**config.mk**
```make
export PLATFORM = sky130hd
export DESIGN_NAME = fpu_wb_collector
export DESIGN_NICKNAME = d
export VERILOG_FILES = /design/src/rtl/fpu_wb_collector_pkg.sv /design/src/rtl/fpu_wb_fifo.sv /design/src/rtl/fpu_wb_collector.sv
export SDC_FILE = /design/constraint.sdc
export NUM_CORES = 1
export LEC_CHECK = 0
export CAP_MARGIN = 20
export CELL_PAD_IN_SITES_DETAIL_PLACEMENT = 2
export CELL_PAD_IN_SITES_GLOBAL_PLACEMENT = 2
export CORE_ASPECT_RATIO = 0.6
export CORE_MARGIN = 3
export CORE_UTILIZATION = 45
export CTS_CLUSTER_DIAMETER = 100
export DETAILED_ROUTE_END_ITERATION = 10
export PLACE_DENSITY_LB_ADDON = 0.1
export SETUP_SLACK_MARGIN = 0.2
export SYNTH_ARGS = -nofsm -noshare
export SYNTH_HDL_FRONTEND = slang
export SYNTH_SLANG_ARGS = --single-unit
export TNS_END_PERCENT = 100
```
**constraint.sdc**
```tcl
create_clock -name clk -period 11.5 [get_ports clk]
set_clock_uncertainty 0.1 [all_clocks]
set_input_delay 1.725 -clock clk [delete_from_list [all_inputs] [get_ports clk]]
set_output_delay 1.725 -clock clk [all_outputs]
set_load 0.005 [all_outputs]
```
**src/rtl/fpu_wb_collector_pkg.sv**
```systemverilog
`default_nettype none
// +----------------------------------------------------------------------------+
// | Module  : fpu_wb_collector_pkg                                              |
// | Brief   : Shared widths and entry metadata layout for the FP WB collector.  |
// | Rev     : 1.0  initial release                                              |
// +----------------------------------------------------------------------------+
`ifndef REGIDX_WIDTH
`define REGIDX_WIDTH 5
`endif
`ifndef REGEXT_WIDTH
`define REGEXT_WIDTH 3
`endif
`ifndef DEPTH_WARP
`define DEPTH_WARP 3
`endif

package fpu_wb_collector_pkg;
  // Per-lane fflags are {NV,DZ,OF,UF,NX}, NV in the MSB.
  localparam int c_fflags_w = 5;
  localparam int c_reg_w    = `REGIDX_WIDTH + `REGEXT_WIDTH;
  localparam int c_warp_w   = `DEPTH_WARP;

  typedef struct packed {
    logic [c_reg_w-1:0]  reg_index;
    logic [c_warp_w-1:0] warp_id;
    logic                wvd;
    logic                wxd;
  } wb_meta_t;

  localparam int c_meta_w = $bits(wb_meta_t);

  // Entry layout, MSB to LSB: {result, fflags, vec_mask, meta}
  function automatic int entry_width(input int lanes, input int len);
    return lanes * len + lanes * c_fflags_w + lanes + c_meta_w;
  endfunction
endpackage
`default_nettype wire

```
**src/rtl/fpu_wb_fifo.sv**
```systemverilog
`default_nettype none
// +----------------------------------------------------------------------------+
// | Module  : fpu_wb_fifo                                                       |
// | Brief   : Register-based FIFO, extra pointer MSB distinguishes full/empty.  |
// | Rev     : 1.0  initial release                                              |
// +----------------------------------------------------------------------------+
module fpu_wb_fifo #(
  parameter int WIDTH = 8,
  parameter int DEPTH = 4
) (
  input  logic             clk,
  input  logic             rst,
  input  logic             i_push,
  input  logic             i_pop,
  input  logic [WIDTH-1:0] i_wdata,
  output logic [WIDTH-1:0] o_rdata,
  output logic             o_full,
  output logic             o_empty
);
  localparam int AW = $clog2(DEPTH);

  logic [WIDTH-1:0] r_mem [DEPTH];
  logic [AW:0]      r_wr_ptr;
  logic [AW:0]      r_rd_ptr;

  always_ff @(posedge clk or posedge rst) begin
    if (rst) begin
      r_wr_ptr <= '0;
      r_rd_ptr <= '0;
    end else begin
      if (i_push) r_wr_ptr <= r_wr_ptr + 1'b1;
      if (i_pop)  r_rd_ptr <= r_rd_ptr + 1'b1;
    end
  end

  // Storage needs no reset: reads are qualified by o_empty downstream.
  always_ff @(posedge clk) begin
    if (i_push) r_mem[r_wr_ptr[AW-1:0]] <= i_wdata;
  end

  assign o_rdata = r_mem[r_rd_ptr[AW-1:0]];
  assign o_empty = (r_wr_ptr == r_rd_ptr);
  assign o_full  = (r_wr_ptr[AW-1:0] == r_rd_ptr[AW-1:0]) && (r_wr_ptr[AW] != r_rd_ptr[AW]);
endmodule
`default_nettype wire

```
**src/rtl/fpu_wb_collector.sv**
```systemverilog
`default_nettype none
// +----------------------------------------------------------------------------+
// | Module  : fpu_wb_collector                                                  |
// | Brief   : Buffers FP lane results and steers them to vector/scalar WB.      |
// |           FPU_WB_BYPASS_EN: 0-cycle path from input to ports when empty.    |
// | Rev     : 1.0  initial release                                              |
// +----------------------------------------------------------------------------+
module fpu_wb_collector
  import fpu_wb_collector_pkg::*;
#(
  parameter int EXPWIDTH   = 8,
  parameter int PRECISION  = 24,
  parameter int HARDTHREAD = 4,
  parameter int DEPTH      = 4
) (
  input  logic                                   clk,
  input  logic                                   rst,
  input  logic                                   in_valid_i,
  output logic                                   in_ready_o,
  input  logic [HARDTHREAD*(EXPWIDTH+PRECISION)-1:0] in_result_i,
  input  logic [HARDTHREAD*5-1:0]                in_fflags_i,
  input  logic [`REGIDX_WIDTH+`REGEXT_WIDTH-1:0] in_reg_index_i,
  input  logic [`DEPTH_WARP-1:0]                 in_warp_id_i,
  input  logic [HARDTHREAD-1:0]                  in_vec_mask_i,
  input  logic                                   in_wvd_i,
  input  logic                                   in_wxd_i,
  output logic                                   out_v_valid_o,
  input  logic                                   out_v_ready_i,
  output logic [HARDTHREAD*(EXPWIDTH+PRECISION)-1:0] out_v_data_o,
  output logic [HARDTHREAD-1:0]                  out_v_mask_o,
  output logic [`REGIDX_WIDTH+`REGEXT_WIDTH-1:0] out_v_reg_idx_o,
  output logic [`DEPTH_WARP-1:0]                 out_v_warp_id_o,
  output logic                                   out_x_valid_o,
  input  logic                                   out_x_ready_i,
  output logic [EXPWIDTH+PRECISION-1:0]          out_x_data_o,
  output logic [`REGIDX_WIDTH+`REGEXT_WIDTH-1:0] out_x_reg_idx_o,
  output logic [`DEPTH_WARP-1:0]                 out_x_warp_id_o,
  output logic [4:0]                             out_fflags_o
);
  localparam int LEN   = EXPWIDTH + PRECISION;
  localparam int RES_W = HARDTHREAD * LEN;
  localparam int FF_W  = HARDTHREAD * c_fflags_w;
  localparam int ENT_W = entry_width(HARDTHREAD, LEN);

  wb_meta_t          w_in_meta;
  wb_meta_t          w_src_meta;
  logic [ENT_W-1:0]  w_in_entry;
  logic [ENT_W-1:0]  w_head_entry;
  logic [ENT_W-1:0]  w_src_entry;
  logic [RES_W-1:0]  w_src_result;
  logic [FF_W-1:0]   w_src_fflags;
  logic [HARDTHREAD-1:0] w_src_mask;
  logic [c_fflags_w-1:0] w_fflags;
  logic w_full, w_empty, w_push, w_pop, w_src_valid, w_consume;
  logic w_v_fire, w_x_fire, w_v_ok, w_x_ok;
  logic r_v_done, r_x_done;

  assign w_in_meta  = '{reg_index: in_reg_index_i, warp_id: in_warp_id_i,
                        wvd: in_wvd_i, wxd: in_wxd_i};
  assign w_in_entry = {in_result_i, in_fflags_i, in_vec_mask_i, w_in_meta};

  fpu_wb_fifo #(.WIDTH(ENT_W), .DEPTH(DEPTH)) u_fifo (
    .clk     (clk),
    .rst     (rst),
    .i_push  (w_push),
    .i_pop   (w_pop),
    .i_wdata (w_in_entry),
    .o_rdata (w_head_entry),
    .o_full  (w_full),
    .o_empty (w_empty)
  );

  // In bypass, an input that fully handshakes while empty never enters the FIFO.
`ifdef FPU_WB_BYPASS_EN
  assign w_src_entry = w_empty ? w_in_entry : w_head_entry;
  assign w_src_valid = w_empty ? in_valid_i : 1'b1;
  assign w_push      = in_valid_i && !w_full && !(w_empty && w_consume);
  assign w_pop       = !w_empty && w_consume;
`else
  assign w_src_entry = w_head_entry;
  assign w_src_valid = !w_empty;
  assign w_push      = in_valid_i && !w_full;
  assign w_pop       = w_consume;
`endif

  assign {w_src_result, w_src_fflags, w_src_mask, w_src_meta} = w_src_entry;

  assign out_v_valid_o = w_src_valid && w_src_meta.wvd && !r_v_done;
  assign out_x_valid_o = w_src_valid && w_src_meta.wxd && !r_x_done;
  assign w_v_fire      = out_v_valid_o && out_v_ready_i;
  assign w_x_fire      = out_x_valid_o && out_x_ready_i;
  assign w_v_ok        = !w_src_meta.wvd || r_v_done || w_v_fire;
  assign w_x_ok        = !w_src_meta.wxd || r_x_done || w_x_fire;
  assign w_consume     = w_src_valid && w_v_ok && w_x_ok;
  assign in_ready_o    = !w_full;

  always_ff @(posedge clk or posedge rst) begin
    if (rst) begin
      r_v_done <= 1'b0;
      r_x_done <= 1'b0;
    end else if (w_consume) begin
      r_v_done <= 1'b0;
      r_x_done <= 1'b0;
    end else if (w_src_valid) begin
      r_v_done <= r_v_done | w_v_fire;
      r_x_done <= r_x_done | w_x_fire;
    end
  end

  always_comb begin
    w_fflags = '0;
    for (int i = 0; i < HARDTHREAD; i++) begin
      if (w_src_mask[i]) w_fflags = w_fflags | w_src_fflags[i*c_fflags_w +: c_fflags_w];
    end
  end

  assign out_v_data_o    = w_src_valid ? w_src_result         : '0;
  assign out_v_mask_o    = w_src_valid ? w_src_mask           : '0;
  assign out_v_reg_idx_o = w_src_valid ? w_src_meta.reg_index : '0;
  assign out_v_warp_id_o = w_src_valid ? w_src_meta.warp_id   : '0;
  assign out_x_data_o    = w_src_valid ? w_src_result[LEN-1:0] : '0;
  assign out_x_reg_idx_o = w_src_valid ? w_src_meta.reg_index : '0;
  assign out_x_warp_id_o = w_src_valid ? w_src_meta.warp_id   : '0;
  assign out_fflags_o    = w_src_valid ? w_fflags             : '0;
endmodule
`default_nettype wire

```
==> summary.txt, run 1 <==
Final layout
  – Fin nets: 1651
  – Area of the multi-input gates: 5030 sq um
  – Layout area overhead: 23.5%
  – Final-layout fill cell count: 4600
  – Final instance area: 31700 sq um
  – Register area: 20000 sq um
  – Share of post-route cells with drive strength above 1: 0.177

Yosys
  – Yosys warns: 0
  – Syn Nets: 1308
  – Synth area leaders: edfxtp_1, mux4_2, and2_1
  – Synth Flop Type: edfxtp_1
  – Mapped cell area: 25700 sq um
  – Flops & latches, synth: 668
  – Mean area per synthesized cell: 22.6 sq um
  – Synth async-reset ratio: 0.0120
  – EDFF count, synth: 660
  – Post-synth top area share: 0.773
  – Yosys cell types: 29
  – Cells after Synth: 1133
  – Sequential fraction of the synthesis area: 0.780
  – Dominant cell type by area after synthesis: edfxtp_1

Run status
  – Status: completed

Timing
  – Period minus WS final: 6.03 ns
  – Fin. max-slew vios: 0
  – Max-slew headroom: 0.291
  – RSZ-0062 raised after global routing: no
  – Fin Setup TNS: 0 ns
  – Final setup vio count: 0
  – Slew @ Worst Pin: 1.06 ns
  – Share of the clock period used by the worst path after layout: 0.524
  – Final Hold Fails: 0
  – F_max: 166 MHz

Clock tree
  – Root buf cell: clkbuf_16
  – Clock Sinks: 668
  – Post-CTS Hold Fix Bufs: 0
  – Clock transition at path regs: 0.07 ns
  – CTS tree: built
  – Post-CTS sizing: 0
  – CTS Buf Count: 61
  – Htree depth: 2
  – Clock tree buffer depth: 3
  – Post-CTS setup buffer count: 0
  – Clk_lat worst skew: 0.60 ns

Place
  – Area after DPL: 29800 sq um
  – GPL Wtd Cong: 0.694
  – Port Buffer Count: 363
  – Final HPWL DP: 39400 um

Floorplanning
  – Starting density of the core: 0.457
  – Die Ht: 191 um
  – Die area: 60000 sq um
  – Die width: 314 um
  – CORE AREA: 56100 sq um
  – Row count: 67
  – IO Pins: 364

Worst hold path
  – Hold WC Path Type: flop to flop

Power and ir drop
  – Leak: 10.1 nW
  – Power Density: 292 nW/um^2
  – Peak supply drop: 169 uV

Global route
  – Global-route wire length before repair: 94300 um
  – Total gr overflow: 0
  – Tot GR Track Use: 0.212
  – Number of global-route vias before repair: 13853
  – Antenna violations before repair: 3
  – Largest net degree at the start of global routing: 83

Worst setup path
  – Critical-path cell list: xnor2_1 > nand3b_4 > buf_4 > nand2_1 > nor2_1 > clkdlybuf4s50_1
  – CP max-delay cell: dfrtp_4
  – R2R depth: 4
  – Worst EP required: 9.68 ns
  – Crit path DAT: 4.21 ns
  – Crit path max-delay family: buffers and inverters
  – Crit Reg-Reg Endpoint: u_fifo.r_mem[2][39]$_DFFE_PP_
  – Critical Path Start Type: flop
  – Critical path type: flop to primary output
  – Crit path buf inv count: 2
  – First element of the critical path: u_fifo.r_rd_ptr[1]$_DFFE_PP0P_
  – Worst Setup EP: out_v_valid_o
  – Crit path depth: 6
  – Setup slack, reg-to-reg: 7.23 ns
  – Critical R2R Launch: u_fifo.r_rd_ptr[1]$_DFFE_PP0P_
  – Nature of the critical path endpoint: primary output
  – Crit path largest cell delay: 0.96 ns
  – Largest fanout on the critical path: 82

Route
  – DR WL/cell: 27.6 um
  – Via-to-Cell Ratio: 5.30
  – DRC: 0
  – Router iterations before antenna repair: 5
  – 1st-iter DRT viols: 765
  – Antenna-violating nets left: 0
  – Via count: 12117
  – Final Routed Wirelength: 63100 um

Job
  – Number of max-cap violations: 0
[logic make-up (layout without fill, tap and decap cells)]
| group | Yosys count | in the layout | share of synthesized area |
|---|---|---|---|
| and+or+nand+nor | 162 | 162 | 0.0390 |
| AOI/OAI and AO/OA | 22 | 22 | 0.00551 |
| DFF | 668 | 668 | 0.780 |
| other | 0 | 3 | 0 |
| muxes | 168 | 168 | 0.146 |
| buffers and inverters | 101 | 491 | 0.0243 |
| adders and majority gates | 5 | 5 | 0.00244 |
| xor gates and xnor gates | 7 | 7 | 0.00239 |
[per-layer routing]
layer | GRT usage | up-vias | wire (um) | share of wire
met5 | 0 | - | 23 | 0.00036
met4 | 0.0416 | 4 | 880 | 0.014
met3 | 0.0428 | 71 | 2990 | 0.047
met2 | 0.375 | 289 | 33600 | 0.53
met1 | 0.274 | 6462 | 25600 | 0.41
li1 | - | 5291 | - | -
[final cells by class]
class / count / share of cell area
well taps: 759 / 0.0300
diodes: 3 / 0.000237
inverters: 4 / 0.000474
clock buffers: 75 / 0.0498
repair buffers: 377 / 0.118
flip-flops and latches: 668 / 0.632
clock inverters: 35 / 0.0107
multi-input cells: 364 / 0.159
[worst register-to-register path, delay by kind of cell (launching register included)]
kind | cells | cell delay [ns]
flip-flops | 1 | 0.96
buffers and inverters | 1 | 0.94
AND/OR/NAND/NOR | 1 | 0.76
AO/OA/AOI/OAI | 1 | 0.63
XOR/XNOR | 1 | 0.33
[synthesized netlist by cell type, types with 2 or more instances]
library cell	n
xnor2_1	5
ha_1	5
xor2_1	2
clkbuf_1	25
mux2_2	2
and2_1	147
dfrtp_1	8
buf_2	13
buf_6	3
nand2_1	4
buf_4	55
edfxtp_1	660
nor2_1	4
a21oi_1	7
mux4_2	164
inv_1	4
a31oi_1	3
a22oi_1	11
[registers in the layout, summed over array words and instances (netlist names)]
signal / flops
u_fifo.r_wr_ptr: 3
r_v_done: 1
u_fifo.r_rd_ptr: 3
r_x_done: 1
u_fifo.r_mem: 660
[per-stage QoR]
step	setup slack (ns)	utilization	hold slack, ns	std cells	power (mW)
after global routing	4.99	0.565	0.428	2283	9.77
after global placement	6.00	0.531	0.384	2172	7.27
after detailed placement	5.90	0.531	0.400	2172	7.42
after CTS	5.22	0.565	0.414	2282	9.45
after floorplan	4.92	-	0.360	1133	5.54
final	5.47	0.565	0.405	2285	9.26
[how the worst min path moves through the flow]
stage                                    from  cells past startpoint                              to  slack, ns
2_1_floorplan  u_fifo.r_wr_ptr[2]$_DFFE_PP0P_                      1  u_fifo.r_wr_ptr[2]$_DFFE_PP0P_       0.36
3_3_place_gp   u_fifo.r_wr_ptr[2]$_DFFE_PP0P_                      1  u_fifo.r_wr_ptr[2]$_DFFE_PP0P_       0.38
3_5_place_dp   u_fifo.r_rd_ptr[2]$_DFFE_PP0P_                      1  u_fifo.r_rd_ptr[2]$_DFFE_PP0P_       0.40
4_1_cts        u_fifo.r_wr_ptr[2]$_DFFE_PP0P_                      1  u_fifo.r_wr_ptr[2]$_DFFE_PP0P_       0.41
5_1_grt        u_fifo.r_wr_ptr[2]$_DFFE_PP0P_                      1  u_fifo.r_wr_ptr[2]$_DFFE_PP0P_       0.43
6_report       u_fifo.r_wr_ptr[2]$_DFFE_PP0P_                      1  u_fifo.r_wr_ptr[2]$_DFFE_PP0P_       0.40
[power by group]
part	switching (mW)	total (mW)	internal (mW)
registers	0.218	3.51	3.29
clock network	0.864	1.99	1.13
logic	1.65	3.77	2.12
total	2.73	9.26	6.53
[placed cells by master, fill, tap and decap left out, drive strengths merged]
| cell | netlist | final |
|---|---|---|
| clkbuf | 25 | 75 |
| a21oi | 7 | 7 |
| nor2 | 4 | 4 |
| inv | 4 | 4 |
| nor3 | 1 | 1 |
| clkinv | 0 | 26 |
| diode | 0 | 3 |
| bufinv | 0 | 7 |
| xnor2 | 5 | 5 |
| a22oi | 11 | 11 |
| nand2 | 5 | 5 |
| nor3b | 1 | 1 |
| a31oi | 3 | 3 |
| mux4 | 164 | 164 |
| nand3 | 2 | 2 |
| mux2 | 4 | 4 |
| clkinvlp | 0 | 2 |
| buf | 72 | 14 |
| xor2 | 2 | 2 |
| ha | 5 | 5 |
| o21ai | 1 | 1 |
| edfxtp | 660 | 660 |
| nand3b | 1 | 1 |
| clkdlybuf4s50 | 0 | 363 |
| nand4 | 1 | 1 |
| dfrtp | 8 | 8 |
| and2 | 147 | 147 |
Note: power is estimated with default switching activity, not from simulation.
==> run 2, diff against run 1 <==
Settings changed: CORE_UTILIZATION 45 to 42.
Clock period 11.5 ns to 6.1 ns, I/O delays scaled along.
==> summary.txt, run 2 (synthesis gave the netlist of run 1 again) <==
Run status
  – Status: completed

Final layout
  – Fin nets: 1650
  – Final-layout fill cell count: 5060
  – Commonest non-fill, non-tap cell in the layout: edfxtp_1
  – Final instance area: 32000 sq um
  – Area of the multi-input gates: 5030 sq um
  – Max reg flops: 660
  – Most frequent cells in the layout: edfxtp_1, clkdlybuf4s50_1, mux4_2
  – Layout area overhead: 24.6%
  – Finished Layout Cells: 2342
  – Register area: 20000 sq um
  – Share of post-route cells with drive strength above 1: 0.182

Global route
  – Number of global-route vias before repair: 13790
  – Largest net degree at the start of global routing: 166
  – Total gr overflow: 0
  – Tot GR Track Use: 0.190
  – Global-route wire length before repair: 91600 um
  – Antenna violations before repair: 7

Worst hold path
  – Hold WC Path Type: flop to flop
  – HP Start: u_fifo.r_wr_ptr[2]$_DFFE_PP0P_
  – Hold Path Depth: 1
  – Hold EP: u_fifo.r_wr_ptr[2]$_DFFE_PP0P_

Timing
  – Final setup vio count: 0
  – Fin Setup TNS: 0 ns
  – Share of the clock period used by the worst path after layout: 0.844
  – RSZ-0062 raised after global routing: no
  – Fin. max-slew vios: 0
  – Period minus WS final: 5.15 ns
  – F_max: 194 MHz
  – Hold_ws: 0.393 ns
  – Final Hold Fails: 0
  – Max-slew headroom: 0.227
  – Slew @ Worst Pin: 1.16 ns

Place
  – Area after DPL: 29900 sq um
  – Cells after DPL: 2228
  – Port Buffer Count: 363
  – Final HPWL DP: 37300 um
  – GPL Wtd Cong: 0.669

Clock tree
  – Post-CTS sizing: 0
  – CTS tree: built
  – CTS Buf Count: 61
  – Root buf cell: clkbuf_16
  – Post-CTS Hold Fix Bufs: 0
  – Htree depth: 2
  – Clock transition at path regs: 0.06 ns
  – Clock Sinks: 668
  – Post-CTS setup buffer count: 0
  – Clk_lat worst skew: 0.60 ns
  – Clock tree buffer depth: 3

Route
  – Via count: 12078
  – DR WL/cell: 26.0 um
  – Via-to-Cell Ratio: 5.16
  – Router iterations before antenna repair: 5
  – Final Routed Wirelength: 60900 um
  – Antenna-violating nets left: 0
  – DRC: 0
  – 1st-iter DRT viols: 957

Power and ir drop
  – Peak supply drop: 476 uV
  – Power Density: 549 nW/um^2
  – Leak: 10.2 nW
  – Pwr Total: 17.6 mW

Job
  – Number of max-cap violations: 0

Worst setup path
  – Largest fanout on the critical path: 38
  – Nature of the critical path endpoint: primary output
  – Crit path largest cell delay: 0.82 ns
  – Critical-path cell list: buf_4 > buf_4 > mux4_2 > a22oi_1 > a21oi_1 > clkdlybuf4s50_1
  – Setup slack, reg-to-reg: 2.61 ns
  – Worst EP required: 5.08 ns
  – Crit Reg-Reg Endpoint: u_fifo.r_mem[0][60]$_DFFE_PP_
  – Top cell by count, worst path: buf_4
  – Critical R2R Launch: u_fifo.r_rd_ptr[0]$_DFFE_PP0P_
  – Critical Path Start Type: flop
  – R2R depth: 4
  – CP max-delay cell: dfrtp_4
  – Critical path type: flop to primary output
  – Crit path DAT: 4.13 ns

Floorplanning
  – Die width: 325 um
  – Starting density of the core: 0.429
  – Die Ht: 197 um
  – CORE AREA: 59800 sq um
  – IO Pins: 364
  – Row count: 69
  – Die area: 64200 sq um
[run 2: cell count changes in the layout (fill, tap and decap cells not counted), moves of 2 or more]
cell       delta
diode_2       -2
buf_4        -11
clkinv_2      +5
buf_12       +10
clkbuf_16     +2
clkbuf_1      -6
[run 2: worst max path at each step]
| stage | end | startpoint | cells after the start |
|---|---|---|---|
| 2_1_floorplan | u_fifo.r_mem[3][0]$_DFFE_PP_ | in_valid_i | 3 |
| 3_3_place_gp | out_fflags_o[1] | u_fifo.r_rd_ptr[0]$_DFFE_PP0P_ | 6 |
| 3_5_place_dp | out_fflags_o[2] | u_fifo.r_rd_ptr[0]$_DFFE_PP0P_ | 6 |
| 4_1_cts | out_fflags_o[2] | u_fifo.r_rd_ptr[0]$_DFFE_PP0P_ | 6 |
| 5_1_grt | out_fflags_o[2] | u_fifo.r_rd_ptr[0]$_DFFE_PP0P_ | 6 |
| 6_report | out_fflags_o[1] | u_fifo.r_rd_ptr[0]$_DFFE_PP0P_ | 6 |
[run 2: critical path, delay by kind of cell, from the launching register on]
family | cells | cell delay [ns]
compound gates | 2 | 0.34
buf+inv | 3 | 1.75
flops | 1 | 0.82
mux | 1 | 0.56
[run 2: per-layer routing]
metal	wire, um	up-vias	track usage
met2	31800	251	0.332
met1	25600	6457	0.248
met3	2430	79	0.0388
met5	89	-	0
met4	999	12	0.0401
li1	-	5279	-
[run 2: area by class of cell]
cell class	count	share of cell area
Sequential cell	668	0.627
Multi-Input combinational cell	364	0.157
Timing Repair Buffer	376	0.121
Clock buffer	71	0.0503
Tap cell	816	0.0319
Clock inverter	42	0.0126
Inverter	4	0.000470
Antenna cell	1	0.0000783
[run 2: stage by stage]
stage | utilization | setup WS, ns
after detailed placement | 0.501 | 1.46
after floorplan | - | 0.327
after global placement | 0.501 | 1.48
after global routing | 0.534 | 0.608
final | 0.534 | 0.952
after CTS | 0.534 | 0.796
[run 2: power breakdown]
group	leakage (nW)	switching [mW]	internal, mW
Combinational	3.11	3.12	4.05
Clock	0.985	1.67	2.21
Sequential	6.14	0.304	6.19
Total	10.2	5.10	12.5
==> run 3, diff against run 2 <==
Settings changed: CORE_UTILIZATION 42 to 38.
Clock period 6.1 ns to 4.24 ns, I/O delays scaled along.
==> summary.txt, run 3 (synthesis gave the netlist of run 1 again) <==
Run status
  – Status: completed

Worst setup path
  – Nature of the critical path endpoint: primary output
  – Critical Path Start Type: flop
  – Largest fanout on the critical path: 69
  – Critical path type: flop to primary output
  – Crit path DAT: 3.15 ns
  – Worst EP required: 3.50 ns

Floorplanning
  – Row count: 73
  – IO Pins: 364
  – CORE AREA: 66500 sq um
  – Die Ht: 207 um
  – Starting density of the core: 0.386
  – Die area: 70800 sq um
  – Die width: 341 um

Timing
  – Period minus WS final: 3.89 ns
  – RSZ-0062 raised after global routing: no
  – F_max: 257 MHz
  – Final Hold Fails: 0
  – Share of the clock period used by the worst path after layout: 0.917
  – Final setup vio count: 0
  – Slew @ Worst Pin: 0.816 ns
  – Fin Setup TNS: 0 ns
  – Max-slew headroom: 0.454
  – Fin. max-slew vios: 0

Final layout
  – Max reg flops: 660
  – Final-layout fill cell count: 5788
  – Layout area overhead: 26.7%
  – Register area: 20000 sq um
  – Finished Layout Cells: 2447
  – Commonest non-fill, non-tap cell in the layout: edfxtp_1
  – Area of the multi-input gates: 5070 sq um
  – Fin nets: 1669
  – Final instance area: 32500 sq um
  – Most frequent cells in the layout: edfxtp_1, clkdlybuf4s50_1, mux4_2
  – Share of post-route cells with drive strength above 1: 0.188

Clock tree
  – CTS Buf Count: 66
  – Htree depth: 3
  – CTS tree: built
  – Clock Sinks: 668
  – Post-CTS setup buffer count: 0
  – Clock tree buffer depth: 3
  – Clock transition at path regs: 0.06 ns
  – Root buf cell: clkbuf_16
  – Clk_lat worst skew: 0.58 ns

Global route
  – Global-route wire length before repair: 94800 um
  – Number of global-route vias before repair: 13913
  – Tot GR Track Use: 0.180
  – Total gr overflow: 0
  – Largest net degree at the start of global routing: 103
  – Antenna violations before repair: 6

Place
  – Final HPWL DP: 37300 um
  – GPL Wtd Cong: 0.701
  – Port Buffer Count: 363
  – Area after DPL: 30300 sq um
  – Cells after DPL: 2323

Route
  – Router iterations before antenna repair: 4
  – Via-to-Cell Ratio: 5.04
  – Antenna-violating nets left: 0
  – Final Routed Wirelength: 63100 um
  – DR WL/cell: 25.8 um
  – 1st-iter DRT viols: 668
  – Via count: 12335
  – DRC: 0

Power and ir drop
  – Part of the power in the clock network: 0.223
  – Leak: 10.4 nW
  – Net switching power: 7.64 mW
  – Pwr Total: 26.0 mW
  – Int Power: 18.3 mW
  – Sequential share of power: 0.357
  – Combinational power share: 0.420
  – Power Density: 799 nW/um^2
  – Switch share: 0.294
  – Peak supply drop: 475 uV

Job
  – Number of max-cap violations: 0

Worst hold path
  – Hold WC Path Type: primary input to asynchronous set/reset pin
## run 3: cell count changes in the layout (fill, tap and decap cells not counted), moves of 4 or more
cell,change
clkbuf_1,+12
buf_12,+8
clkbuf_16,+8
clkinv_2,-8
clkinv_1,-4
## run 3: worst paths after layout
| path | start | slack, ns | cells past startpoint | end |
|---|---|---|---|---|
| worst max-delay path | u_fifo.r_rd_ptr[0]$_DFFE_PP0P_ | 0.35 | 5 | out_v_data_o[31] |
| max in group asynchronous | rst | 3.47 | 2 | u_fifo.r_rd_ptr[1]$_DFFE_PP0P_ |
| worst min-delay path | rst | 0.29 | 2 | u_fifo.r_rd_ptr[0]$_DFFE_PP0P_ |
| min in group clk | u_fifo.r_wr_ptr[2]$_DFFE_PP0P_ | 0.48 | 1 | u_fifo.r_wr_ptr[2]$_DFFE_PP0P_ |
| worst min register to register | u_fifo.r_wr_ptr[2]$_DFFE_PP0P_ | 0.48 | 1 | u_fifo.r_wr_ptr[2]$_DFFE_PP0P_ |
| worst max register to register | u_fifo.r_rd_ptr[0]$_DFFE_PP0P_ | 1.22 | 4 | u_fifo.r_mem[3][98]$_DFFE_PP_ |
## run 3: power groups by stage
stage                     clock [mW]  combinational (mW)  sequential, mW
after CTS                       5.98                11.3            9.29
after floorplan                    0                5.55            9.33
after detailed placement           0                11.0            9.38
after global placement             0                10.9            9.28
final                           5.78                10.9            9.27
after global routing            6.22                11.8            9.39
## run 3: layout make-up
type,count,share of cell area
Clock inverter,26,0.00762
Clock buffer,91,0.0570
Tap cell,900,0.0346
Inverter,4,0.000462
Timing Repair Buffer,389,0.128
Antenna cell,4,0.000308
Multi-Input combinational cell,365,0.156
Sequential cell,668,0.616
## run 3: layer usage
layer	wire length (um)	up-vias	global-route usage	part of all wire
li1	-	5339	-	-
met1	27700	6652	0.245	0.44
met5	46	-	0	0.00073
met4	913	6	0.0421	0.014
met3	2530	76	0.0372	0.040
met2	31900	262	0.300	0.51
## run 3: what timing repair did
item,CTS,global route
endpoints found under the setup margin,49,5
pin swaps,0,0
cloned,3,0
hold buffers,0,0
gates resized for setup,6,2
## run 3: through the flow
stage / hold slack [ns] / worst slack [ns] / utilization
5_1_grt: 0.286 / 0.211 / 0.489
2_1_floorplan: 0.352 / 0.517 / -
3_5_place_dp: 0.380 / 0.640 / 0.455
4_1_cts: 0.263 / 0.273 / 0.489
3_3_place_gp: 0.378 / 0.669 / 0.455
6_report: 0.287 / 0.352 / 0.489
## run 3: critical path, cell delays in order, from the launching register on
cell and delay, ns:
dfrtp_4 0.53, xnor2_2 0.53, nand3b_4 0.36, buf_12 0.30, and2_1 0.26, clkdlybuf4s50_1 0.47
